===== config.mk =====
export PLATFORM = sky130hd
export DESIGN_NAME = dqpsk_symbol_mapper
export DESIGN_NICKNAME = d
export VERILOG_FILES = /design/src/rtl/dqpsk_symbol_mapper.sv
export SDC_FILE = /design/constraint.sdc
export NUM_CORES = 1
export LEC_CHECK = 0
export BUFFER_PORTS_ARGS = -buffer_cell sky130_fd_sc_hd__buf_2
export CORE_MARGIN = 3
export CORE_UTILIZATION = 50
export DETAILED_ROUTE_END_ITERATION = 12
export PLACE_DENSITY_LB_ADDON = 0.2
export SETUP_SLACK_MARGIN = 0.3
export SLEW_MARGIN = 20
export SYNTH_ARGS = -nofsm -noshare
export SYNTH_HDL_FRONTEND = slang
export SYNTH_SLANG_ARGS = --single-unit

===== constraint.sdc =====
create_clock -name s00_axis_aclk -period 2.9 [get_ports s00_axis_aclk]
set_input_delay 0.58 -clock s00_axis_aclk [delete_from_list [all_inputs] [get_ports s00_axis_aclk]]
set_output_delay 0.58 -clock s00_axis_aclk [all_outputs]
set_load 0.005 [all_outputs]

===== src/rtl/dqpsk_symbol_mapper.sv =====
// Maps Gray-coded dibits to differentially encoded QPSK {I,Q} samples, SPS samples per symbol, with an optional phase-0 reference symbol at frame start.
// Latency: the first sample is valid one cycle after the input handshake. Back-to-back symbols leave no idle cycle between them.
// Backpressure: a stalled output holds tdata/tlast. s00_axis_tready rises only on the final beat of a symbol, gated by m00_axis_tready.
module dqpsk_symbol_mapper #(
  parameter int                C_S00_AXIS_TDATA_WIDTH = 8,
  parameter int                C_M00_AXIS_TDATA_WIDTH = 32,
  parameter int                SPS                    = 4,
  parameter logic signed [15:0] AMP                   = 16'sd11585,
  parameter bit                REF_EN                 = 1'b1
) (
  input  logic                                  s00_axis_aclk,
  input  logic                                  s00_axis_aresetn,
  input  logic                                  s00_axis_tvalid,
  output logic                                  s00_axis_tready,
  input  logic [C_S00_AXIS_TDATA_WIDTH-1:0]     s00_axis_tdata,
  input  logic [C_S00_AXIS_TDATA_WIDTH/8-1:0]   s00_axis_tstrb,
  input  logic                                  s00_axis_tlast,
  output logic                                  m00_axis_tvalid,
  input  logic                                  m00_axis_tready,
  output logic [C_M00_AXIS_TDATA_WIDTH-1:0]     m00_axis_tdata,
  output logic [C_M00_AXIS_TDATA_WIDTH/8-1:0]   m00_axis_tstrb,
  output logic                                  m00_axis_tlast
);

  localparam int              CNT_W    = (SPS > 1) ? $clog2(SPS) : 1;
  localparam logic [CNT_W-1:0] CNT_LAST = CNT_W'(SPS - 1);

  typedef enum logic [1:0] {
    IDLE = 2'd0,
    REF  = 2'd1,
    DATA = 2'd2
  } state_t;

  typedef struct packed {
    logic signed [15:0] i;
    logic signed [15:0] q;
  } iq_t;

  // Gray dibit to phase increment in quarter turns: 00->0, 01->1, 11->2, 10->3.
  function automatic logic [1:0] gray_inc(input logic [1:0] d);
    return {d[1], d[1] ^ d[0]};
  endfunction

  // Phase index to constellation point, one point per quadrant.
  function automatic iq_t iq_of(input logic [1:0] k);
    iq_t s;
    s.i = (k[1] ^ k[0]) ? -AMP : AMP;
    s.q = k[1] ? -AMP : AMP;
    return s;
  endfunction

  state_t            state_q, state_n;
  logic [1:0]        k_q, k_n;
  logic [CNT_W-1:0]  cnt_q, cnt_n;
  logic [1:0]        dibit_q, dibit_n;
  logic              last_q, last_n;
  logic              frame_start_q, frame_start_n;

  logic              m_vld_q, m_vld_n;
  iq_t               m_dat_q, m_dat_n;
  logic              m_lst_q, m_lst_n;
  logic              m_strb_q, m_strb_n;

  logic              s_rdy;
  logic              in_hs;
  logic              beat;
  logic              cnt_end;
  logic [1:0]        new_inc;
  logic [1:0]        k_base;

  // Only the dibit bits of the input word carry information.
  logic unused_in;
  assign unused_in = ^{s00_axis_tdata, s00_axis_tstrb};

  assign beat    = m_vld_q & m00_axis_tready;
  assign cnt_end = (cnt_q == CNT_LAST);
  assign new_inc = gray_inc(s00_axis_tdata[1:0]);

  // Input ready: open when idle, or on the final beat of a data symbol so the next symbol follows with no bubble.
  always_comb begin
    s_rdy = 1'b0;
    case (state_q)
      IDLE:    s_rdy = 1'b1;
      DATA:    s_rdy = cnt_end & m00_axis_tready;
      default: s_rdy = 1'b0;
    endcase
    s_rdy = s_rdy & s00_axis_aresetn;
  end

  assign in_hs           = s00_axis_tvalid & s_rdy;
  assign s00_axis_tready = s_rdy;

  // Next-state, phase and counter update, followed by the output sample the next state will present.
  always_comb begin
    state_n       = state_q;
    k_n           = k_q;
    cnt_n         = cnt_q;
    dibit_n       = dibit_q;
    last_n        = last_q;
    frame_start_n = frame_start_q;
    k_base        = last_q ? 2'd0 : k_q;

    case (state_q)
      IDLE: begin
        if (in_hs) begin
          dibit_n       = s00_axis_tdata[1:0];
          last_n        = s00_axis_tlast;
          cnt_n         = '0;
          frame_start_n = 1'b0;
          if (REF_EN && frame_start_q) begin
            state_n = REF;
            k_n     = 2'd0;
          end else begin
            state_n = DATA;
            k_n     = k_q + new_inc;
          end
        end
      end
      REF: begin
        if (beat) begin
          if (cnt_end) begin
            cnt_n   = '0;
            k_n     = gray_inc(dibit_q);
            state_n = DATA;
          end else begin
            cnt_n = cnt_q + CNT_W'(1);
          end
        end
      end
      DATA: begin
        if (beat) begin
          if (!cnt_end) begin
            cnt_n = cnt_q + CNT_W'(1);
          end else begin
            cnt_n         = '0;
            frame_start_n = last_q;
            if (in_hs) begin
              dibit_n       = s00_axis_tdata[1:0];
              last_n        = s00_axis_tlast;
              frame_start_n = 1'b0;
              if (REF_EN && last_q) begin
                state_n = REF;
                k_n     = 2'd0;
              end else begin
                state_n = DATA;
                k_n     = k_base + new_inc;
              end
            end else begin
              state_n = IDLE;
              k_n     = k_base;
            end
          end
        end
      end
      default: begin
        state_n = IDLE;
      end
    endcase

    m_vld_n  = (state_n != IDLE);
    m_strb_n = m_vld_n;
    m_dat_n  = m_vld_n ? iq_of(k_n) : '0;
    m_lst_n  = (state_n == DATA) & last_n & (cnt_n == CNT_LAST);
  end

  // Control state: phase, sample counter, pending dibit and frame tracking.
  always_ff @(posedge s00_axis_aclk or negedge s00_axis_aresetn) begin
    if (!s00_axis_aresetn) begin
      state_q       <= IDLE;
      k_q           <= '0;
      cnt_q         <= '0;
      dibit_q       <= '0;
      last_q        <= 1'b0;
      frame_start_q <= 1'b1;
    end else begin
      state_q       <= state_n;
      k_q           <= k_n;
      cnt_q         <= cnt_n;
      dibit_q       <= dibit_n;
      last_q        <= last_n;
      frame_start_q <= frame_start_n;
    end
  end

  // Registered output stage; during a stall every next value equals the current one, so the beat holds.
  always_ff @(posedge s00_axis_aclk or negedge s00_axis_aresetn) begin
    if (!s00_axis_aresetn) begin
      m_vld_q  <= 1'b0;
      m_dat_q  <= '0;
      m_lst_q  <= 1'b0;
      m_strb_q <= 1'b0;
    end else begin
      m_vld_q  <= m_vld_n;
      m_dat_q  <= m_dat_n;
      m_lst_q  <= m_lst_n;
      m_strb_q <= m_strb_n;
    end
  end

  assign m00_axis_tvalid = m_vld_q;
  assign m00_axis_tdata  = C_M00_AXIS_TDATA_WIDTH'(m_dat_q);
  assign m00_axis_tlast  = m_lst_q;
  assign m00_axis_tstrb  = m_strb_q ? '1 : '0;

endmodule


# --- Word-level counts from Yosys, hierarchy flattened ---
# Index checks and enable logic that the tools add are counted.
word_totals:
  ram_bits: 0
  regBits: 44
  mem_count: 0
  latch_bits: 0
  word_cells: 77
  output_inout_bits: 39
  mem_bits_ro: 0
  in_bits: 14
op_classes:
  n_shift: 0
  eq_ne: 8
  reduce_logical: 6
  muxes: 41
  magnitude_cmp: 0
  div: 0
  bitwise_logic: 9
  multipliers: 0
  addsub: 3
op_table:
  columns: ["op", "n"]
  rows:
  - ["2-bit 2-to-1 mux", 23]
  - ["16-bit 2-to-1 mux", 2]
  - ["32-bit 2-to-1 mux", 1]
  - ["2-bit case mux with 3 select lines", 2]
  - ["2-bit == test (second input constant)", 4]
  - ["2-bit case mux with 2 select lines", 2]
  - ["1-bit 2-to-1 mux", 7]
  - ["1-bit bitwise AND", 6]
  - ["2-bit != test (second input constant)", 3]
  - ["1-bit case mux with 2 select lines", 3]
  - ["2-bit adder", 2]
  - ["4-bit 2-to-1 mux", 1]
  - ["4-bit AND reduction", 1]
  - ["2-bit nonzero test", 2]
  - ["3-bit AND reduction", 1]
  - ["1-bit bitwise XOR", 3]
  - ["2-bit by 1-bit adder with 2-bit output (second input constant)", 1]
  - ["2-bit by 1-bit == test with 1-bit output (second input constant)", 1]
  - ["2-bit zero test", 1]
  - ["2-bit OR reduction", 1]

# --- Depth between registers and ports, before layout ---
logic_depth:
  depth_word: 12
  mapped_depth: 8
  mapped_depth_nobuf: 7

# --- Worst setup path after synthesis ---
# Ideal clock, no wire load.
synth_path:
  kind: "input -> register"
  start: "input s00_axis_tdata[1]"
  end: "register m_dat_q (netlist bit m00_axis_tdata[14])"
  setup_ns: 0.125
  t_arrival_ns: 1.827
  slack_ns: 0.948
  t_required_ns: 2.775
  stages: 7
  path_buffers: 0
  cell_sequence: "xor2_1 > ha_1 > xnor2_1 > xnor2_1 > a32o_1 > a22o_1 > nor2b_1"
synth_via:
  elab_chain_cells: 9
  elab_cells_between_ends: 12
  classes_between: "add/sub: 2; mux: 9; bitwise: 1"
synth_lines:
  columns: ["element", "line_no", "text"]
  rows:
  - ["from (decl)", "15", "input logic [C_S00_AXIS_TDATA_WIDTH-1:0] s00_axis_tdata,"]
  - ["1-bit bitwise XOR", "41", "return {d[1], d[1] ^ d[0]};"]
  - ["2-bit adder", "146", "k_n = k_base + new_inc;"]
  - ["2-bit 2-to-1 mux", "141", "if (REF_EN && last_q) begin"]
  - ["2-bit 2-to-1 mux", "137", "if (in_hs) begin"]
  - ["2-bit 2-to-1 mux", "132", "if (!cnt_end) begin"]
  - ["2-bit 2-to-1 mux", "131", "if (beat) begin"]
  - ["2-bit case mux with 3 select lines (*)", "103", "case (state_q)"]
  - ["named net k_n[1]", "53", "logic [1:0] k_q, k_n;"]
  - ["16-bit 2-to-1 mux (*)", "48", "s.q = k[1] ? -AMP : AMP;"]
  - ["32-bit 2-to-1 mux (*)", "162", "m_dat_n = m_vld_n ? iq_of(k_n) : '0;"]
  - ["to (signal assigned)", "194", "m_dat_q <= m_dat_n;"]
  - ["to (decl)", "60", "iq_t m_dat_q, m_dat_n;"]
# The timed path passes the listed nets; every way through them passes the cells marked *.
# A chain may end at the register's enable or synchronous reset.

# --- Worst setup path after layout ---
layout_path:
  start: "register state_q[0]"
  end: "output s00_axis_tready"
layout_via:
  elab_chain_cells: 3
  elab_cells_between_ends: 4
  classes_between: "eq/ne: 1; mux: 1; bitwise: 1; reduce/logical: 1"
layout_lines:
  columns: ["element", "line_no", "text"]
  rows:
  - ["from (decl)", "52", "state_t state_q, state_n;"]
  - ["from (signal assigned)", "176", "state_q <= state_n;"]
  - ["2-bit == test or 2-bit zero test (tied branches)", "82", "case (state_q)"]
  - ["1-bit case mux with 2 select lines (*)", "82", null]
  - ["1-bit bitwise AND (*)", "87", "s_rdy = s_rdy & s00_axis_aresetn;"]
  - ["to (decl)", "14", "output logic s00_axis_tready,"]
# Every way passes the cells marked *; elsewhere a longest branch is shown, timed or not.

==> results.yml <==
outcome:
  status: "completed"
grt:
  grt_max_degree: 26
  antenna_found_initial: 0
  grt_pass1_wl_um: 4240
  grt_use_total_pct: 16.2
  grt.overflow.total: 0
  grt_pass1_vias: 924
final_layout:
  fill_cells: 208
  nets: 178
  final_cells: 186
  synthToLayoutAreaGrowth_pct: 3.00
  antenna_cells: 0
  drive_gt1_share_pct: 36.5
pwr:
  power_switching_mw: 0.585
  seqPwrFrac_pct: 30.9
  switching_share_pct: 42.7
  pwr-share-clk_pct: 11.2
  cellPowerDensity_nw_per_um2: 997
  p_leak_nw: 0.705
  combinationalPowerShare_pct: 57.9
  vdd_ir_drop_max_v: 0.000555
  p_total_mw: 1.37
  intPower_mw: 0.784
yosys:
  synthArstFlopShare_pct: 100
  yosys-top-cells-area: "dfrtp_1, buf_4, ha_1"
  syn_area_per_cell_um2: 9.32
  ys_ff_latch: 16
  synth-edff-count: 0
  synth_cell_types: 48
  syn_inst: 143
  yosys_warnings: 0
  netlist.area_leader.share_pct: 28.2
  ys_seq_area_share_pct: 30.1
  synth_common_cells: "buf_4, dfrtp_1, ha_1, inv_1, nand2_1"
  yosysMostFrequentCell: "buf_4"
  netlist.top_cell.by_area: "dfrtp_1"
  synth_area_um2: 1330
  synth_ff_type: "dfrtp_1"
  syn-num-nets: 164
critical_path:
  required_ns: 2.32
  cp-end-kind: "primary output"
  critPathKind: "reg -> out"
  crit_fanout: 12
  worstSetupStartpointType: "register"
  worstPathArrival_ns: 1.74
sta:
  setup_viol: 0
  fin_tns_setup_ns: 0
  tightest_slew_ns: 0.482
  max_freq_ghz: 0.430
  min_period_over_period_pct: 80.2
  hold_viol_final: 0
  finalClockSkew_ns: 0.00972
  min_period_ns: 2.32
  max_slew_margin_pct: 67.9
  slew_violations: 0
  layout_setup_ws_ns: 0.576
  grt_setup_unrepaired: "no"
floorplanning:
  die_x_um: 57.6
  die_h_um: 57.6
  rows: 18
  initial_utilization_pct: 53.3
  coreArea_um2: 2500
  die_area_um2: 3320
  io_pins: 53
placement:
  dp_cells: 182
  gp_congestion: 0.846
  place_ws_ns: 0.590
  port_buffers: 45
  hpwl_um: 1960
drt:
  drcViolationCount: 0
  via_per_inst: 5.77
  via_count: 1074
  firstDrtPassIters: 4
  wl_per_cell_um: 14.4
  wirelength_um: 2680
  drt-initial-drc-count: 20
  ant_nets: 0
clock_network:
  cts.repair.resized: 0
  clk_pin_slew_ns: 0.10
  clock_path_buffers: 2
  clockRootBuffer: "clkbuf_4"
  numCtsBuffers: 3
  cts_setup_buffers: 0
  cts_tree: "built"
  cts_hold_buf: 0
  cts_sinks: 16
  insertion_delay_ns: 0.30
  htreeDepth: 1
flow_run:
  cap_violations: 0
worst_hold_path:
  min_path_type: "in -> async"
worst max-delay path: stages (launching register included):
cell and delay, ns:
dfrtp_1 0.45, inv_1 0.10, ha_1 0.34, a31oi_1 0.35, nor2b_1 0.07, buf_2 0.13
power groups by stage:
| stage | sequential, mW | clock (mW) | combinational, mW |
|---|---|---|---|
| final | 0.423 | 0.154 | 0.792 |
| after global routing | 0.442 | 0.166 | 0.878 |
| after CTS | 0.423 | 0.157 | 0.792 |
| after detailed placement | 0.425 | 0 | 0.790 |
| after global placement | 0.422 | 0 | 0.777 |
| after floorplan | 0.413 | 0 | 0.713 |
routing by layer:
metal,up-vias,routed length (um),GRT usage [%]
li1,509,-,-
met1,511,1150,21.2
met2,50,1300,26.6
met3,4,207,4.01
met4,0,24,4.30
met5,-,0,0
through the flow:
step | hold slack, ns | area [um2] | utilization [%]
finish | 0.218 | 1370 | 54.9
global route | 0.246 | 1370 | 54.9
CTS | 0.229 | 1370 | 54.9
detailed placement | 0.513 | 1340 | 53.5
global placement | 0.510 | 1340 | 53.5
floorplan | 0.284 | 1330 | -
cells by family (layout without fill, tap and decap cells):
logic type,after synthesis,in the layout,share of synthesized area (%)
DFF,16,16,30.1
AOI/OAI and AO/OA,33,33,19.1
buffers and inverters,42,55,21.1
adders and majority gates,7,7,6.57
and+or+nand+nor,36,36,16.6
muxes,4,4,3.19
xor gates and xnor gates,5,5,3.29
path summary, 6_finish.rpt:
kind | startpoint | end | slack, ns | cells past startpoint
max in group asynchronous | s00_axis_aresetn | frame_start_q | 2.33 | 1
min in group s00_axis_aclk | s00_axis_tdata[0] | dibit_q[0] | 0.53 | 2
worst min register to register | frame_start_q | frame_start_q | 0.53 | 2
worst min-delay path | s00_axis_aresetn | dibit_q[1] | 0.22 | 1
worst max register to register | state_q[0] | m00_axis_tdata[30] | 0.67 | 7
worst max-delay path | state_q[0] | s00_axis_tready | 0.58 | 5
cell type report:
cell class                 count  area [um2]  share of cell area, %
multi-input combinational     85         649                   47.3
timing repair buffer          45         225                   16.4
sequential                    16         402                   29.3
tap                           30        37.5                   2.73
clock buffer                   4        36.3                   2.64
inverter                       6        22.5                   1.64
sequential cells by signal, indices dropped and copies added, names as in the netlist:
register and count:
last_q 1, state_q 2, m00_axis_tdata 5, frame_start_q 1, k_q 2, dibit_q 2, cnt_q 2, m00_axis_tlast 1
layout by cell type, fill, tap and decap left out, types with 2 or more instances in the layout:
cell and count:
buf_2 45, dfrtp_1 15, ha_1 7, nand2_1 6, inv_1 6, nor2b_1 5, nor2_1 5, nand3_1 5
a22o_1 5, o21ai_0 4, xnor2_1 3, clkbuf_4 3, a32o_1 2, and3_1 2, a21o_1 2, xor2_1 2
and2_1 2, a21boi_0 2, o22ai_1 2, a21oi_1 2, o2111ai_1 2, mux2i_1 2, mux2_2 2
(Power assumes the default switching activity.)
